<file path="src/rtl/sev_seg_scan_driver.sv">
// Seven-segment back end: hex / double-dabble decimal conversion of a 16-bit value
// and time-multiplexed scanning of four active-low Basys3 digits.
module sev_seg_scan_driver #(
    parameter int unsigned REFRESH_DIV = 100000,
    parameter bit          BLANK_LEAD  = 1'b1
) (
    input  logic        CLK,
    input  logic        RESET,
    input  logic [15:0] DATA_IN,
    input  logic        MODE,
    output logic [7:0]  CATHODES,
    output logic [3:0]  ANODES,
    output logic        BUSY,
    output logic        OVF
);

    localparam int unsigned REF_W = (REFRESH_DIV > 1) ? $clog2(REFRESH_DIV) : 1;
    localparam logic [7:0] SEG_DASH  = 8'hBF;
    localparam logic [7:0] SEG_BLANK = 8'hFF;

    typedef enum logic [1:0] {
        ST_IDLE,
        ST_SHIFT,
        ST_COMMIT
    } state_t;

    state_t           state_q, state_d;
    logic             valid_q, valid_d;
    logic [15:0]      cap_data_q, cap_data_d;
    logic             cap_mode_q, cap_mode_d;
    logic [19:0]      bcd_q, bcd_d;
    logic [15:0]      shreg_q, shreg_d;
    logic [3:0]       cnt_q, cnt_d;
    logic [3:0][7:0]  disp_q, disp_d;
    logic             busy_q, busy_d;
    logic             ovf_q, ovf_d;
    logic [REF_W-1:0] ref_q, ref_d;
    logic [1:0]       idx_q, idx_d;
    logic [3:0]       an_q, an_d;
    logic [7:0]       cath_q, cath_d;

    logic [19:0]      adj;
    logic [35:0]      shifted;
    logic             blank3, blank2, blank1;

    function automatic logic [7:0] seg_hex(input logic [3:0] n);
        logic [7:0] s;
        case (n)
            4'h0: s = 8'hC0;
            4'h1: s = 8'hF9;
            4'h2: s = 8'hA4;
            4'h3: s = 8'hB0;
            4'h4: s = 8'h99;
            4'h5: s = 8'h92;
            4'h6: s = 8'h82;
            4'h7: s = 8'hF8;
            4'h8: s = 8'h80;
            4'h9: s = 8'h90;
            4'hA: s = 8'h88;
            4'hB: s = 8'h83;
            4'hC: s = 8'hC6;
            4'hD: s = 8'hA1;
            4'hE: s = 8'h86;
            default: s = 8'h8E;
        endcase
        return s;
    endfunction

    always_comb begin
        state_d    = state_q;
        valid_d    = valid_q;
        cap_data_d = cap_data_q;
        cap_mode_d = cap_mode_q;
        bcd_d      = bcd_q;
        shreg_d    = shreg_q;
        cnt_d      = cnt_q;
        disp_d     = disp_q;
        busy_d     = busy_q;
        ovf_d      = ovf_q;

        // Double-dabble step: add 3 to every nibble >= 5, then shift the pair left.
        adj = bcd_q;
        for (int unsigned i = 0; i < 5; i++) begin
            if (bcd_q[4*i +: 4] >= 4'd5) begin
                adj[4*i +: 4] = bcd_q[4*i +: 4] + 4'd3;
            end
        end
        shifted = {adj, shreg_q} << 1;

        blank3 = BLANK_LEAD && (bcd_q[15:12] == 4'd0);
        blank2 = blank3 && (bcd_q[11:8] == 4'd0);
        blank1 = blank2 && (bcd_q[7:4] == 4'd0);

        case (state_q)
            ST_IDLE: begin
                if (!valid_q || (DATA_IN != cap_data_q) || (MODE != cap_mode_q)) begin
                    cap_data_d = DATA_IN;
                    cap_mode_d = MODE;
                    valid_d    = 1'b1;
                    bcd_d      = '0;
                    shreg_d    = DATA_IN;
                    cnt_d      = '0;
                    busy_d     = 1'b1;
                    state_d    = MODE ? ST_SHIFT : ST_COMMIT;
                end
            end
            ST_SHIFT: begin
                bcd_d   = shifted[35:16];
                shreg_d = shifted[15:0];
                cnt_d   = cnt_q + 4'd1;
                if (cnt_q == 4'd15) begin
                    state_d = ST_COMMIT;
                end
            end
            ST_COMMIT: begin
                busy_d  = 1'b0;
                state_d = ST_IDLE;
                if (!cap_mode_q) begin
                    ovf_d = 1'b0;
                    for (int unsigned i = 0; i < 4; i++) begin
                        disp_d[i] = seg_hex(cap_data_q[4*i +: 4]);
                    end
                end else if (bcd_q[19:16] != 4'd0) begin
                    ovf_d  = 1'b1;
                    disp_d = {4{SEG_DASH}};
                end else begin
                    ovf_d     = 1'b0;
                    disp_d[3] = blank3 ? SEG_BLANK : seg_hex(bcd_q[15:12]);
                    disp_d[2] = blank2 ? SEG_BLANK : seg_hex(bcd_q[11:8]);
                    disp_d[1] = blank1 ? SEG_BLANK : seg_hex(bcd_q[7:4]);
                    disp_d[0] = seg_hex(bcd_q[3:0]);
                end
            end
            default: begin
                state_d = ST_IDLE;
                busy_d  = 1'b0;
            end
        endcase
    end

    // Outputs are registered from next-state values so they always match idx_q/disp_q.
    always_comb begin
        ref_d = ref_q + REF_W'(1);
        idx_d = idx_q;
        if (ref_q == REF_W'(REFRESH_DIV - 1)) begin
            ref_d = '0;
            idx_d = idx_q + 2'd1;
        end
        an_d   = ~(4'b0001 << idx_d);
        cath_d = disp_d[idx_d];
    end

    always_ff @(posedge CLK) begin
        if (RESET) begin
            state_q    <= ST_IDLE;
            valid_q    <= 1'b0;
            cap_data_q <= '0;
            cap_mode_q <= 1'b0;
            bcd_q      <= '0;
            shreg_q    <= '0;
            cnt_q      <= '0;
            disp_q     <= '1;
            busy_q     <= 1'b0;
            ovf_q      <= 1'b0;
            ref_q      <= '0;
            idx_q      <= '0;
            an_q       <= 4'b1110;
            cath_q     <= 8'hFF;
        end else begin
            state_q    <= state_d;
            valid_q    <= valid_d;
            cap_data_q <= cap_data_d;
            cap_mode_q <= cap_mode_d;
            bcd_q      <= bcd_d;
            shreg_q    <= shreg_d;
            cnt_q      <= cnt_d;
            disp_q     <= disp_d;
            busy_q     <= busy_d;
            ovf_q      <= ovf_d;
            ref_q      <= ref_d;
            idx_q      <= idx_d;
            an_q       <= an_d;
            cath_q     <= cath_d;
        end
    end

    assign CATHODES = cath_q;
    assign ANODES   = an_q;
    assign BUSY     = busy_q;
    assign OVF      = ovf_q;

endmodule

</file>
<file path="config.mk">
export PLATFORM = sky130hd
export DESIGN_NAME = sev_seg_scan_driver
export DESIGN_NICKNAME = d
export VERILOG_FILES = /design/src/rtl/sev_seg_scan_driver.sv
export SDC_FILE = /design/constraint.sdc
export NUM_CORES = 1
export LEC_CHECK = 0
export ABC_CLOCK_PERIOD_IN_PS = 4200
export CAP_MARGIN = 20
export CORE_ASPECT_RATIO = 1.5
export CORE_MARGIN = 4
export CORE_UTILIZATION = 60
export DETAILED_ROUTE_END_ITERATION = 6
export PLACE_DENSITY_LB_ADDON = 0.25
export SYNTH_ARGS = -nofsm -noshare
export SYNTH_HDL_FRONTEND = slang
export SYNTH_SLANG_ARGS = --single-unit
</file>
<file path="constraint.sdc">
create_clock -name CLK -period 4.2 [get_ports CLK]
set_clock_uncertainty 0.1 [all_clocks]
set_input_delay 0.84 -clock CLK [delete_from_list [all_inputs] [get_ports CLK]]
set_output_delay 0.84 -clock CLK [all_outputs]
set_load 0.01 [all_outputs]
</file>
==> flow_summary.ini, run 1 <==
[timing]
final_min_period_over_clock_period = 0.878
finalSetupViolations = 0
tightestPinTransition_ps = 824
finalCriticalPeriod_ps = 3690
hold_violations = 0
timing.setup.tns_ps = 0
max_clock_freq_ghz = 0.271
timing_max_transition_violations_final = 0
slew_headroom = 0.447
finalWorstSetupSlack_ps = 513
rsz0062_at_grt = false

[grt]
number_of_global_route_vias_before_repair = 7643
grt_antenna_before_repair = 0
pin_count_of_the_biggest_net_entering_global_routing = 56
globalRoute.totalOverflow = 0
track_usage = 0.254
grt_first_pass_wirelength_um = 37000

[critical_path]
critical_r2r_launch = cap_data_q[2]
critical_path.max_stage_delay_ps = 500
cell_by_cell_listing_of_the_critical_path = clkdlybuf4s50_1 > xnor2_1 > nand4_1 > nor4_4 > a21o_1 > a21oi_1 > nor2_1 > inv_1 > ha_1 > a2111oi_0 > a32o_1
critPathKind = in -> reg
worstSetupEndpointType = flip-flop
setup.reg_to_reg.worst_slack_ps = 1070
rr_worst_depth = 10
critical-path-slowest-cell = clkdlybuf4s50_1
path_max_fanout = 9
setup.worst_path.start_class = input pin
worst-endpoint-arrival_ps = 3980
data_required_time_at_the_worst_endpoint_ps = 4490

[logic_synthesis]
postSynthCellCount = 1102
syn-num-nets = 1183
netlist_area_mm2 = 0.00947
ys_dominant_reg_cell = dfxtp_1
synth_sequential_area_ratio = 0.383
async_reset_ff_frac = 0
number_of_synthesis_warnings = 0
post_synth.cell_area_avg_um2 = 8.59
yosys.cell_types.count = 73
number_of_flops_mapped_to_enable_cells_by_yosys = 0
ys_seq_elements = 181

[cts]
cts.reportedPaths.clkPinSlew_ps = 80
cts_resized = 0
cts-root-to-sink-buffers = 2
h_tree_depth_reported_by_cts = 4
post_cts_setup_bufs = 0
tritoncts = yes
post_cts_hold_buffer_count = 0
cts.sinks = 181
tritoncts.num_buffers = 17
ctsRootBufferMaster = clkbuf_16
clock_latency_ps = 450

[drt]
drt_iter0_drc = 455
route.detailed.drc = 0
routed_wire_length_per_instance_um = 16.8
vias = 7998
via_per_inst = 5.99
ant_nets = 0
wl_um = 22500
detail_route.first_pass.iterations = 5

[place]
routabilityCongestion = 0.907
detailedPlacementHpwl_um = 16700
dp_worst_setup_slack_ps = 94.4
port-buffer-count = 32

[cells_and_area]
filler_cell_count = 1282
fraction_of_layout_cells_with_a_size_suffix_above_1 = 0.0866
commonest_non_fill_non_tap_cells_in_the_layout = 181 x dfxtp_1, 115 x nor2_1, 109 x nand2_1, 62 x ha_1
antenna_cell_count = 0
final_nets = 1200
final_common_cell = dfxtp_1
area.growth.synth_to_final_pct = 12.6

[floorplan]
core-area_mm2 = 0.0156
initial_core_util = 0.609
die_x_um = 111
die-area_mm2 = 0.0179
std_cell_rows = 56
die_height_um = 162
io_pins = 33

[power]
ir_drop_mv = 0.339
power.leakage_nw = 4.29
power_density_mw_per_mm2 = 394

[status]
outcome = complete, no violations

[min_path]
timing.hold.worst.start = disp_q[31]
min_to = disp_q[31]
whs_path_depth = 1
worstHoldPathType = reg -> reg

[job]
timing.max_cap.violations = 0
-- through the flow --
stage               cell area, um2  hold slack (ps)   util  cells  total power (W)
floorplan                     9470              309      -   1102          0.00240
global placement             10000              322  0.646   1303          0.00262
detailed placement           10000              330  0.646   1303          0.00263
CTS                          10700              353  0.685   1335          0.00423
global route                 10700              364  0.685   1335          0.00438
finish                       10700              351  0.685   1335          0.00420
-- layout make-up --
type	instances	area, um2	area share
Timing Repair Buffer	70	616	0.0577
Multi-Input combinational cell	798	5360	0.503
Sequential cell	181	3620	0.340
Tap cell	203	254	0.0238
Clock inverter	15	185	0.0174
Inverter	51	198	0.0185
Clock buffer	17	425	0.0399
-- critical path, delay by kind of cell --
family / cells / cell delay (ps)
xor+xnor: 1 / 270
simple gates: 3 / 850
buf+inv: 2 / 630
compound gates: 4 / 1170
fa+ha+maj: 1 / 220
-- where the power goes --
| part | switching, W | internal, W |
|---|---|---|
| sequential | 0.0000702 | 0.00184 |
| combinational | 0.000413 | 0.000276 |
| clock | 0.000792 | 0.000808 |
-- cell families (layout without fill, tap and decap cells) --
group | count (synthesis) | after routing | synth area share
flip-flops | 181 | 181 | 0.383
XOR/XNOR | 48 | 48 | 0.0444
AND/OR/NAND/NOR | 379 | 379 | 0.194
multiplexers | 51 | 51 | 0.0555
AO/OA/AOI/OAI | 258 | 258 | 0.189
buffers and inverters | 123 | 153 | 0.0526
adder cells (fa/ha/maj) | 62 | 62 | 0.0819
-- layer usage --
| layer | vias to the layer above | GRT usage | share of wire |
|---|---|---|---|
| met5 | - | 0 | 0 |
| met4 | 0 | 0.139 | 0.047 |
| met3 | 82 | 0.0380 | 0.037 |
| met2 | 209 | 0.460 | 0.51 |
| met1 | 3780 | 0.283 | 0.40 |
| li1 | 3927 | - | - |
-- synthesized netlist by cell type, types with 6 or more instances --
cell      number  area, um2
nand2_1      109        409
o32ai_1       12        105
xor2_1        15        131
xnor2_1       33        289
dfxtp_1      181       3620
buf_1          8       30.0
and3_1         9       56.3
a311oi_1      17        149
nand3_1       20        100
a21o_1         6       45.0
clkbuf_1      49        184
o22ai_1       35        219
o31ai_1        6       45.0
or3_1         12       75.1
or2_2          8       50.1
buf_2         11       55.1
mux2i_1       48        480
a21oi_1       37        185
nand2b_1      41        257
a22oi_1       10       75.1
inv_1         45        169
o21ai_0       48        240
ha_1          62        776
a211oi_1      14        105
and2_1         9       56.3
a31oi_1        7       43.8
o211ai_1      16        120
nor3b_1        8       60.1
nor2_1       115        432
nor3_1        14       70.1
nor2b_1        8       50.1
-- how the worst max path moves through the flow --
stage,from,to
2_1_floorplan,DATA_IN[11],flip-flop
3_3_place_gp,DATA_IN[6],flip-flop
3_5_place_dp,DATA_IN[6],flip-flop
4_1_cts,DATA_IN[6],flip-flop
5_1_grt,DATA_IN[0],flip-flop
6_report,DATA_IN[0],flip-flop
(Power assumes the default switching activity.)
==> inputs of run 2 (changes only) <==
- ABC_AREA: default -> 1
==> run 2 against run 1 <==
Effect of this change:
- wire length grew 6.0%
- register-to-register slack gained 150 ps
- total power grew 16%
- fmax grew 5.0%
- combinational power grew 70%
- largest cell class unchanged
- cell area grew 0.38%
- sequential power grew 7%
- hold slack lost 22 ps
==> flow_summary.ini, run 2 <==
[status]
outcome = complete, no violations

[cts]
h_tree_depth_reported_by_cts = 4
post_cts_hold_buffer_count = 0
post_cts_setup_bufs = 0
tritoncts.num_buffers = 17
cts.reportedPaths.clkPinSlew_ps = 70
cts_resized = 0
cts.sinks = 181
cts-root-to-sink-buffers = 2
tritoncts = yes
ctsRootBufferMaster = clkbuf_16
clock_latency_ps = 440

[critical_path]
cell_by_cell_listing_of_the_critical_path = clkdlybuf4s50_1 > inv_1 > a21oi_1 > nand3_1 > nor2_4 > nand3_2 > nand2_4 > nand2_1 > nand2_1 > inv_1 > nor2_1 > inv_1 > ha_1 > nand3b_1 > nand3_1 > nand2_1
worst-endpoint-arrival_ps = 3740
path_buf_inv = 4
setup.reg_to_reg.worst_slack_ps = 1220
path_max_fanout = 24
rr_worst_depth = 17
critical-path-slowest-cell = clkdlybuf4s50_1
crit_cells = 16
worstSetupEndpointType = flip-flop
critPathKind = in -> reg
setup.worst_path.start_class = input pin
critical_path.max_stage_delay_ps = 590
data_required_time_at_the_worst_endpoint_ps = 4430
timing.critical_path.max_delay_family = simple AND/OR/NAND/NOR gates

[timing]
slew_headroom = 0.336
timing_max_transition_violations_final = 0
final_min_period_over_clock_period = 0.836
finalSetupViolations = 0
hold_violations = 0
max_clock_freq_ghz = 0.285
timing.setup.tns_ps = 0
finalCriticalPeriod_ps = 3510
rsz0062_at_grt = false
tightestPinTransition_ps = 990

[logic_synthesis]
syn-num-nets = 1464
share_of_yosys_cell_area_claimed_by_the_top_area_cell_type = 0.375
number_of_flops_mapped_to_enable_cells_by_yosys = 0
synth.cells.most_frequent = 406 x nand2_1, 181 x dfxtp_1, 165 x inv_1, 124 x nand3_1, 99 x nor2_1
yosysTopAreaCell = dfxtp_1
synth_sequential_area_ratio = 0.375
yosys.cell_types.count = 41
async_reset_ff_frac = 0
netlist_area_mm2 = 0.00967
postSynthCellCount = 1383
ys_dominant_reg_cell = dfxtp_1
ys_seq_elements = 181
synth_most_common_cell = nand2_1
synth.top_cells.by_area = dfxtp_1 37%, nand2_1 16%, ha_1 8.0%, nand3_1 6.4%, inv_1 6.4%
number_of_synthesis_warnings = 0
post_synth.cell_area_avg_um2 = 6.99

[cells_and_area]
final_common_cell = nand2_1
commonest_non_fill_non_tap_cells_in_the_layout = 406 x nand2_1, 181 x dfxtp_1, 164 x inv_1, 124 x nand3_1, 98 x nor2_1
area.growth.synth_to_final_pct = 10.7
final_nets = 1482
fin_area_mm2 = 0.0107
final_util = 0.682
fraction_of_layout_cells_with_a_size_suffix_above_1 = 0.0736
antenna_cell_count = 0

[drt]
ant_nets = 0
topRoutingLayerUsed = met4
via_per_inst = 5.42
drt-met1-wl_um = 9340
met2RoutedLength_um = 12200
detail_route.first_pass.iterations = 7
vias = 8758
route.detailed.drc = 0
wl_um = 23800
drt_iter0_drc = 526
routed_wire_length_per_instance_um = 14.7
met3RoutedLength_um = 953

[grt]
pin_count_of_the_biggest_net_entering_global_routing = 37
grt_antenna_before_repair = 0
grt_first_pass_wirelength_um = 39000
track_usage = 0.264
number_of_global_route_vias_before_repair = 8266
globalRoute.totalOverflow = 0

[place]
port-buffer-count = 32
detailedPlacementHpwl_um = 17500
routabilityCongestion = 0.866
placed_cell_area_mm2 = 0.0101

[floorplan]
die_x_um = 112
die_height_um = 163
initial_core_util = 0.616
die-area_mm2 = 0.0182
io_pins = 33
std_cell_rows = 56
core-area_mm2 = 0.0157

[power]
power.leakage_nw = 5.32
ir_drop_mv = 0.290
power.combinational.fraction = 0.240
switchingPower_w = 0.00166
p_int_w = 0.00321
sequentialPowerShare = 0.421
switching_share = 0.340
power.clock.fraction = 0.339
power_density_mw_per_mm2 = 455

[job]
timing.max_cap.violations = 0

[min_path]
whs_path_depth = 2
worstHoldPathType = reg -> reg
## run 2: logic make-up (layout without fill, tap and decap cells)
kind of cell,Yosys count,after routing,share of synthesized area
fa+ha+maj,62,62,0.0803
compound gates,189,189,0.111
buf+inv,220,251,0.0933
flops,181,181,0.375
xor+xnor,13,13,0.0118
simple gates,718,718,0.328
## run 2: per-layer routing
metal / vias to the layer above / GRT usage
li1: 4444 / -
met1: 3970 / 0.285
met2: 264 / 0.485
met3: 80 / 0.0434
met4: 0 / 0.144
met5: - / 0
## run 2: worst paths after layout
path / endpoint / startpoint
worst max-delay path: flip-flop / DATA_IN[15]
worst min-delay path: disp_q[23] / disp_q[23]
worst max register to register: flip-flop / cap_data_q[2]
worst min register to register: disp_q[23] / disp_q[23]
## run 2: layout make-up
| class | count | area, um2 |
|---|---|---|
| sequential | 181 | 3620 |
| multi-input combinational | 982 | 5140 |
| fill | 1327 | 4990 |
| clock buffer | 17 | 425 |
| inverter | 174 | 653 |
| clock inverter | 15 | 184 |
| timing repair buffer | 45 | 418 |
| tap | 203 | 254 |
## run 2: power groups by stage
stage	clock (W)	combinational, W	sequential (W)
floorplan	0	0.000878	0.00205
global placement	0	0.00114	0.00208
detailed placement	0	0.00115	0.00208
CTS	0.00167	0.00116	0.00205
global route	0.00174	0.00132	0.00207
finish	0.00165	0.00117	0.00205
## run 2: tightest hold or removal path: cells and delay by family, from the launching register on
kind             cells  cell delay [ps]
flip-flops           1              310
AND/OR/NAND/NOR      2               90
## run 2: through the flow
step / hold slack (ps) / setup slack [ps] / power, W / std cells
2_1_floorplan: 299 / 1280 / 0.00293 / 1383
3_3_place_gp: 307 / 422 / 0.00322 / 1585
3_5_place_dp: 314 / 344 / 0.00324 / 1585
4_1_cts: 334 / 804 / 0.00487 / 1617
5_1_grt: 352 / 463 / 0.00512 / 1617
6_report: 329 / 689 / 0.00487 / 1617
